[config.mk]
export PLATFORM = sky130hd
export DESIGN_NAME = alu_share_sched
export DESIGN_NICKNAME = d
export VERILOG_FILES = /design/src/rtl/alu_pkg.sv /design/src/rtl/alu_seq_mul.sv /design/src/rtl/alu_share_sched.sv
export SDC_FILE = /design/constraint.sdc
export NUM_CORES = 1
export LEC_CHECK = 0
export CAP_MARGIN = 10
export CORE_MARGIN = 1
export CORE_UTILIZATION = 57
export CTS_CLUSTER_SIZE = 30
export DETAILED_ROUTE_END_ITERATION = 8
export PLACE_DENSITY = 0.81
export SETUP_SLACK_MARGIN = 0.05
export SYNTH_ARGS = -nofsm -noshare
export SYNTH_HDL_FRONTEND = slang
export SYNTH_SLANG_ARGS = --single-unit
[constraint.sdc]
create_clock -name clk -period 5.6 [get_ports clk]
set_input_delay 0.56 -clock clk [delete_from_list [all_inputs] [get_ports clk]]
set_output_delay 0.56 -clock clk [all_outputs]
set_load 0.1 [all_outputs]
[src/rtl/alu_pkg.sv]
// Shared definitions for the shared-ALU scheduler: op encoding and FSM states.
package alu_pkg;

  localparam logic [1:0] OP_CLR = 2'b00;
  localparam logic [1:0] OP_ADD = 2'b01;
  localparam logic [1:0] OP_SUB = 2'b10;
  localparam logic [1:0] OP_MUL = 2'b11;

  typedef enum logic [1:0] {
    ST_IDLE = 2'b00,
    ST_EXEC = 2'b01,
    ST_DONE = 2'b10
  } state_e;

endpackage

[src/rtl/alu_seq_mul.sv]
// Iterative LSB-first shift-add multiplier: W iterations after a start cycle.
// done/product are combinational during the final iteration so the caller can commit on that edge.
module alu_seq_mul #(
  parameter int unsigned W = 8
) (
  input  logic           clk,
  input  logic           rst,
  input  logic           start,
  input  logic [W-1:0]   a,
  input  logic [W-1:0]   b,
  output logic           done,
  output logic [2*W-1:0] product
);

  localparam int unsigned    CntW    = (W > 1) ? $clog2(W) : 1;
  localparam logic [CntW-1:0] CntLast = CntW'(W - 1);

  logic            run_q, run_d;
  logic [CntW-1:0] cnt_q, cnt_d;
  logic [2*W-1:0]  acc_q, acc_d;
  logic [2*W-1:0]  mcand_q, mcand_d;
  logic [W-1:0]    mplier_q, mplier_d;
  logic [2*W-1:0]  acc_sum;
  logic            last;

  always_comb begin
    acc_sum  = acc_q + (mplier_q[0] ? mcand_q : '0);
    last     = run_q && (cnt_q == CntLast);
    run_d    = run_q;
    cnt_d    = cnt_q;
    acc_d    = acc_q;
    mcand_d  = mcand_q;
    mplier_d = mplier_q;
    if (start) begin
      run_d    = 1'b1;
      cnt_d    = '0;
      acc_d    = '0;
      mcand_d  = {{W{1'b0}}, a};
      mplier_d = b;
    end else if (run_q) begin
      acc_d    = acc_sum;
      mcand_d  = mcand_q << 1;
      mplier_d = mplier_q >> 1;
      cnt_d    = cnt_q + CntW'(1);
      if (last) run_d = 1'b0;
    end
  end

  always_ff @(posedge clk) begin
    if (rst) begin
      run_q    <= 1'b0;
      cnt_q    <= '0;
      acc_q    <= '0;
      mcand_q  <= '0;
      mplier_q <= '0;
    end else begin
      run_q    <= run_d;
      cnt_q    <= cnt_d;
      acc_q    <= acc_d;
      mcand_q  <= mcand_d;
      mplier_q <= mplier_d;
    end
  end

  assign done    = last;
  assign product = acc_sum;

endmodule

[src/rtl/alu_share_sched.sv]
// Two-requester round-robin scheduler in front of one add/sub/clear/multiply datapath.
// EXEC opens with an issue cycle (operand stage / multiplier start) before the op completes.
module alu_share_sched
  import alu_pkg::*;
#(
  parameter int unsigned W = 8
) (
  input  logic           clk,
  input  logic           rst,
  input  logic           req0_valid,
  input  logic [1:0]     req0_op,
  input  logic [W-1:0]   req0_a,
  input  logic [W-1:0]   req0_b,
  output logic           req0_ready,
  input  logic           req1_valid,
  input  logic [1:0]     req1_op,
  input  logic [W-1:0]   req1_a,
  input  logic [W-1:0]   req1_b,
  output logic           req1_ready,
  output logic           busy,
  output logic           done,
  output logic           done_id,
  output logic [1:0]     done_op,
  output logic [2*W-1:0] result
);

  state_e         state_q, state_d;
  logic           issue_q, issue_d;
  logic           id_q, id_d;
  logic [1:0]     op_q, op_d;
  logic [W-1:0]   a_q, a_d;
  logic [W-1:0]   b_q, b_d;
  logic [2*W-1:0] arith_q, arith_d;
  logic           last_id_q, last_id_d;
  logic [2*W-1:0] result_q, result_d;
  logic           done_id_q, done_id_d;
  logic [1:0]     done_op_q, done_op_d;

  logic           gnt0, gnt1, in_idle, accept, acc_id;
  logic           enter_done, mul_start, mul_done;
  logic [2*W-1:0] mul_product, a_ext, b_ext, arith_calc;

  // Contention goes to whoever was not served last; last_id resets to 1 so req0 wins first.
  always_comb begin
    gnt0       = req0_valid && (!req1_valid || last_id_q);
    gnt1       = req1_valid && (!req0_valid || !last_id_q);
    in_idle    = (state_q == ST_IDLE) && !rst;
    req0_ready = in_idle && gnt0;
    req1_ready = in_idle && gnt1;
    accept     = req0_ready || req1_ready;
    acc_id     = req1_ready;
  end

  always_comb begin
    state_d = state_q;
    unique case (state_q)
      ST_IDLE: if (accept) state_d = ST_EXEC;
      ST_EXEC: if (!issue_q && ((op_q != OP_MUL) || mul_done)) state_d = ST_DONE;
      ST_DONE: state_d = ST_IDLE;
      default: state_d = ST_IDLE;
    endcase
  end

  always_comb begin
    a_ext = {{W{1'b0}}, a_q};
    b_ext = {{W{1'b0}}, b_q};
    case (op_q)
      OP_ADD:  arith_calc = a_ext + b_ext;
      OP_SUB:  arith_calc = a_ext - b_ext;
      default: arith_calc = '0;
    endcase
  end

  assign mul_start  = (state_q == ST_EXEC) && issue_q && (op_q == OP_MUL);
  assign enter_done = (state_q == ST_EXEC) && (state_d == ST_DONE);

  always_comb begin
    issue_d   = 1'b0;
    id_d      = id_q;
    op_d      = op_q;
    a_d       = a_q;
    b_d       = b_q;
    arith_d   = arith_q;
    last_id_d = last_id_q;
    result_d  = result_q;
    done_id_d = done_id_q;
    done_op_d = done_op_q;
    if (accept) begin
      issue_d   = 1'b1;
      id_d      = acc_id;
      op_d      = acc_id ? req1_op : req0_op;
      a_d       = acc_id ? req1_a : req0_a;
      b_d       = acc_id ? req1_b : req0_b;
      last_id_d = acc_id;
    end
    if ((state_q == ST_EXEC) && issue_q) arith_d = arith_calc;
    if (enter_done) begin
      result_d  = (op_q == OP_MUL) ? mul_product : arith_q;
      done_id_d = id_q;
      done_op_d = op_q;
    end
  end

  always_ff @(posedge clk) begin
    if (rst) begin
      state_q   <= ST_IDLE;
      issue_q   <= 1'b0;
      id_q      <= 1'b0;
      op_q      <= OP_CLR;
      a_q       <= '0;
      b_q       <= '0;
      arith_q   <= '0;
      last_id_q <= 1'b1;
      result_q  <= '0;
      done_id_q <= 1'b0;
      done_op_q <= OP_CLR;
    end else begin
      state_q   <= state_d;
      issue_q   <= issue_d;
      id_q      <= id_d;
      op_q      <= op_d;
      a_q       <= a_d;
      b_q       <= b_d;
      arith_q   <= arith_d;
      last_id_q <= last_id_d;
      result_q  <= result_d;
      done_id_q <= done_id_d;
      done_op_q <= done_op_d;
    end
  end

  always_comb begin
    busy    = (state_q != ST_IDLE);
    done    = (state_q == ST_DONE);
    done_id = done_id_q;
    done_op = done_op_q;
    result  = result_q;
  end

  alu_seq_mul #(
    .W(W)
  ) u_mul (
    .clk     (clk),
    .rst     (rst),
    .start   (mul_start),
    .a       (a_q),
    .b       (b_q),
    .done    (mul_done),
    .product (mul_product)
  );

endmodule

==> summary.txt, run 1 <==
Run status
  – Run status: finished clean

Critical path
  – Setup CP Type: input port to output port
  – Max stage delay cell, worst path: clkdlybuf4s50_1
  – FF-to-FF setup slack: 2.70 ns
  – Reg2reg path depth: 11
  – Max incr delay on CP: 1.12 ns
  – RR Startpoint: u_mul.mplier_q[0]$_SDFFE_PP0P_
  – CP Max Fanout: 22
  – CP Capture Type: output port
  – CP Launch Type: input port
  – Reg2reg end: u_mul.acc_q[12]$_SDFFE_PP0P_
  – Critical path startpoint: req1_valid
  – Critical Path RT: 5.04 ns
  – Worst path cell trace: clkdlybuf4s50_1 -> nand2b_1 -> nand3_1 -> buf_4 -> clkinv_1 -> clkdlybuf4s50_1
  – Critical Path AT: 3.04 ns
  – Crit path top cell by count: clkdlybuf4s50_1
  – Setup crit end: req0_ready

Timing
  – RSZ-0062 raised after global routing: false
  – Final TNS setup: 0 ns
  – Setup violators final: 0
  – Tcrit/Tclk final: 64.2%
  – Maximum clock frequency: approximately 280 MHz
  – Max Slew Vio Count: 0
  – Skew final: 0.0147 ns
  – Min Clock Period, post-route: 3.60 ns
  – Slew HR: between 20% and 30%
  – Hold Fails Final Rpt: 0
  – Transition time of the tightest slew-check pin: 1.08 ns

Detailed routing
  – Drt pass-1 iters: 4
  – 1st-iter DRT viols: 173
  – # DRC: 0
  – Vias per cell: 5.69
  – Vias: 4469
  – Routed wire length per instance: 15.3 um
  – Routed WL: between 10000 and 15000 um
  – ANT nets after route: 0

Power and ir drop
  – PnR Total Power: 0.00161 W
  – Power Dens Cells: between 200 and 300 nW/um2
  – Worst IR Drop VDD: 131 uV
  – Leakage: 2.29 nW

Final layout
  – Share of cells above drive strength 1: about 5.6%
  – N_diodes: 0
  – Area delta synth->final: 15.1%
  – Final Core Density: 67.3%
  – Fin nets: roughly 750
  – Design Area, Final: 6180 um2
  – Fill count: approximately 750

Floorplan
  – # rows: 35
  – Die Wd: a little under 100 um
  – Ports: 63
  – Die footprint: roughly 9800 um2
  – Die height: 99.1 um
  – Core ar.: 9200 um2
  – Initial core utilization: 58.4%

Logic synthesis
  – Mapped Cells: about 630
  – Most used DFF post-synth: dfxtp_1
  – Leading area contributor after synthesis: dfxtp_1
  – Synth Warn #: 0
  – Mux cell area share after synthesis: 8.22%
  – Sequential share of the synthesized area: 35.8%
  – Synth top area cells: dfxtp_1, ha_1, mux2i_1
  – Unique masters post-synth: 62
  – Syn Std Cell Area: 5370 um2
  – Largest family of logic cells by synthesized area: simple AND/OR/NAND/NOR gates
  – Complex-gate fraction of the synthesized area: 18.4%
  – Number of flops mapped to enable cells by yosys: 0
  – Simple-gate share of the synthesized area: 19.2%
  – Commonest cells post-synth: dfxtp_1, nor2_1, nand2_1, mux2i_1, ha_1
  – Adder-cell area share of the yosys netlist: 9.50%
  – Register bit total from synthesis: 96
  – Post-Syn Area per Cell: ~8.5 um2
  – Xor-xnor portion of the synthesized cell area: 3.75%
  – Yosys top cell area share: 35.8%
  – Synth async-reset ratio: 0%
  – Synthesized Nets: 710

Place
  – Routability cong.: roughly 0.9
  – Port Buffer Count: 62
  – DP Wirelength: about 8800 um
  – Post-Place Cell Area: 5970 um2

Worst hold path
  – Hold Crit Class: flip-flop to flip-flop

Clock tree
  – PostCTS Resize Cnt: 0
  – Hold_buf cts: 0
  – CTS clk-pin slew, worst paths: 0.11 ns
  – Clock latency on the worst-skew pair: approximately 0.38 ns
  – CTS Buffer Depth: 2
  – CTS tree: yes
  – Root Buffer: clkbuf_8
  – CTS buffer count: 9
  – Setup bufs post-CTS: 0
  – Htree depth: 3
  – CTS Sinks: 96

GRT
  – First-pass GRT wire length: approximately 20000 um
  – Global Route Usage Sum: around 26%
  – GRT overflow: 0
  – Vias in the first global route: roughly 4300
  – Initial antenna violation count: 0
  – Largest net degree at the start of global routing: 70

Flow run
  – Number of max-cap violations: 0
-- registers in the layout (all words and copies together) (netlist names) --
name,count
b_q,8
result,16
state_q,2
a_q,8
u_mul.mplier_q,8
u_mul.cnt_q,3
u_mul.mcand_q,16
u_mul.run_q,1
id_q,1
op_q,2
done_id,1
arith_q,10
done_op,2
last_id_q,1
issue_q,1
u_mul.acc_q,16
-- cell type report --
type	count	area [um2]	area share, %
clock buffer	9	124	2.00
clock inverter	7	86.3	1.40
inverter	23	86.3	1.40
multi-input combinational	472	3170	51.3
sequential	96	1920	31.1
tap	111	139	2.25
timing repair buffer	67	653	10.6
-- report_power, final --
| part | switching [W] | internal [W] |
|---|---|---|
| logic | 0.000248 | 0.000125 |
| clock network | 0.000275 | 0.000216 |
| registers | 0.0000294 | 0.000713 |
-- worst max-delay path: cells and delay by family --
family | cells | cell delay [ns]
and+or+nand+nor | 2 | 0.14
buffers and inverters | 4 | 2.32
-- kinds of logic (layout without fill, tap and decap cells) --
group	after synthesis	in the layout
compound gates	135	135
xor+xnor	23	23
fa+ha+maj	39	39
buf+inv	63	106
flops	96	96
mux	44	44
simple gates	231	231
-- metal layers --
metal / GRT usage (%) / wire length [um]
met1: 33.6 / 5670
met2: 41.6 / 5460
met3: 4.18 / 453
met4: 11.7 / 400
met5: 0 / 0
-- through the flow --
| stage | hold slack, ns | std cells | setup slack (ns) |
|---|---|---|---|
| after global placement | 0.444 | 769 | 2.08 |
| after CTS | 0.471 | 785 | 2.02 |
| final | 0.465 | 785 | 2.00 |
| after detailed placement | 0.452 | 769 | 2.01 |
| after floorplan | 0.430 | 631 | 2.99 |
| after global routing | 0.488 | 785 | 1.85 |
-- worst min-delay path by stage --
stage / start / to / slack [ns] / depth (start not counted)
detailed placement: done_id$_SDFFE_PP0P_ / done_id$_SDFFE_PP0P_ / 0.45 / 2
floorplan: state_q[1]$_SDFF_PP0_ / state_q[0]$_SDFF_PP0_ / 0.43 / 1
CTS: done_id$_SDFFE_PP0P_ / done_id$_SDFFE_PP0P_ / 0.47 / 2
global route: done_id$_SDFFE_PP0P_ / done_id$_SDFFE_PP0P_ / 0.49 / 2
finish: done_id$_SDFFE_PP0P_ / done_id$_SDFFE_PP0P_ / 0.46 / 2
global placement: state_q[1]$_SDFF_PP0_ / state_q[0]$_SDFF_PP0_ / 0.44 / 1
-- cell usage in the layout, fill, tap and decap left out, drive strengths merged, types with 3 or more instances in the layout --
cell type      instances
nor2                  97
dfxtp                 96
nand2                 68
clkdlybuf4s50         61
mux2i                 43
ha                    36
a21oi                 36
a211oi                27
inv                   25
a311oi                20
and2                  17
xor2                  12
o21ai                 12
xnor2                 11
nand3                 10
nand2b                 9
clkbuf                 9
nand3b                 8
nor2b                  7
nor3                   6
a22oi                  6
buf                    6
o21a                   4
o31ai                  4
or3                    3
fa                     3
clkinv                 3
a2111oi                3
Power figures use the tool's default switching activity.
==> inputs of run 2 (changes only) <==
CORE_UTILIZATION = 56   (was 57)
PLACE_DENSITY = 0.8   (was 0.81)
clock period = 3.5 ns   (was 5.6 ns; I/O delays follow)
==> summary.txt, run 2 (same netlist as run 1, synthesis figures left out) <==
Final layout
  – Commonest non-fill, non-tap cell in the layout: nor2_1
  – Most frequent cells in the layout: nor2_1, dfxtp_1, nand2_1, clkdlybuf4s50_1, mux2i_1
  – Design Area, Final: between 6000 and 7000 um2
  – N_diodes: 0
  – Share of cells above drive strength 1: between 6 and 7%
  – Area delta synth->final: 16.1%
  – Fin nets: 751

Clock tree
  – Setup bufs post-CTS: 0
  – CTS clk-pin slew, worst paths: 0.11 ns
  – CTS Sinks: 96
  – Clock latency on the worst-skew pair: between 0.3 and 0.4 ns
  – PostCTS Resize Cnt: 0
  – CTS tree: yes
  – CTS buffer count: 9
  – CTS Buffer Depth: 2
  – Hold_buf cts: 0
  – Htree depth: 3
  – Root Buffer: clkbuf_8

Timing
  – RSZ-0062 raised after global routing: false
  – Maximum clock frequency: 355 MHz
  – Skew final: approximately 0.011 ns
  – Max Slew Vio Count: 0
  – Transition time of the tightest slew-check pin: 0.990 ns
  – Hold Fails Final Rpt: 0
  – Setup violators final: 0
  – Final TNS setup: 0 ns
  – Tcrit/Tclk final: approximately 80%
  – Min Clock Period, post-route: 2.82 ns
  – Slew HR: approximately 34%

Detailed routing
  – Routed wire length per instance: around 15 um
  – Routed WL: ~12000 um
  – Vias per cell: around 5.7
  – Vias: 4560
  – 1st-iter DRT viols: 222
  – ANT nets after route: 0
  – # DRC: 0
  – Drt pass-1 iters: 5

GRT
  – Global Route Usage Sum: 25.9%
  – GRT overflow: 0
  – First-pass GRT wire length: between 20000 and 25000 um
  – Vias in the first global route: about 4400
  – Initial antenna violation count: 0
  – Largest net degree at the start of global routing: 47

Floorplan
  – Core ar.: about 9300 um2
  – Die footprint: between 9000 and 10000 um2
  – Ports: 63
  – Die height: 100 um
  – # rows: 35
  – Die Wd: 100 um
  – Initial core utilization: approximately 58%

Critical path
  – CP Launch Type: flip-flop
  – CP Capture Type: flip-flop
  – Max stage delay cell, worst path: dfxtp_1
  – Reg2reg path depth: 10
  – Worst path cell trace: and2_1 -> ha_1 -> a211oi_1 -> o211ai_1 -> a31o_2 -> a21oi_1 -> o31ai_1 -> xnor2_1 -> nor2_1 -> o41ai_2
  – Crit. path cell count: 10
  – Critical Path AT: 3.10 ns
  – Critical Path RT: 3.78 ns
  – Worst path bufs/invs: 0
  – CP Max Fanout: 17
  – Critical path's top delay family: compound AO/OA/AOI/OAI gates
  – Max incr delay on CP: 0.58 ns
  – Setup CP Type: flip-flop to flip-flop

Flow run
  – Number of max-cap violations: 0

Power and ir drop
  – PnR Total Power: 0.00256 W
  – Worst IR Drop VDD: about 250 uV
  – Power Dens Cells: slightly above 400 nW/um2
  – Leakage: approximately 2.3 nW

Worst hold path
  – Hold Crit Class: flip-flop to flip-flop
  – WHS Path Cells: 2

Run status
  – Run status: finished clean

Place
  – Port Buffer Count: 62
  – DP Wirelength: 9270 um
  – Routability cong.: 0.888
  – Post-Place Cell Area: 6030 um2
-- run 2: cell type report --
class	instances	area, um2
Tap cell	129	161
Inverter	23	86.3
Timing Repair Buffer	70	683
Multi-Input combinational cell	472	3170
Clock buffer	9	124
Sequential cell	96	1920
Fill cell	773	3050
Clock inverter	7	86.3
-- run 2: final timing paths --
path / startpoint / end / slack, ns
setup / recovery: u_mul.mplier_q[0]$_SDFFE_PP0P_ / result[15]$_SDFFE_PP0P_ / 0.68
hold / removal: id_q$_SDFFE_PP0P_ / done_id$_SDFFE_PP0P_ / 0.47
setup reg to reg: u_mul.mplier_q[0]$_SDFFE_PP0P_ / result[15]$_SDFFE_PP0P_ / 0.68
hold reg to reg: id_q$_SDFFE_PP0P_ / done_id$_SDFFE_PP0P_ / 0.47
-- run 2: power by group --
part           switching (W)  internal [W]
combinational       0.000397      0.000203
clock               0.000428      0.000346
sequential         0.0000469       0.00114
total               0.000871       0.00169
-- run 2: tightest hold or removal path, cell delays in order, from the launching register on --
cell and delay (ns):
dfxtp_1 0.33, nand2_1 0.05, a21oi_1 0.05
-- run 2: stage by stage --
step	setup WS, ns	std cells	util, %	hold slack [ns]
floorplan	0.887	631	-	0.430
global placement	0.802	790	64.9	0.445
detailed placement	0.720	790	64.9	0.449
CTS	0.711	806	67.2	0.465
global route	0.410	806	67.2	0.485
finish	0.684	806	67.2	0.466
-- run 2: per-layer routing --
layer  GRT usage [%]  wire length, um  up-vias
li1                -                -     2283
met1            32.5             5400     2130
met2            43.3             5900      120
met3            4.04              544       27
met4            12.8              405        0
met5               0                0        -
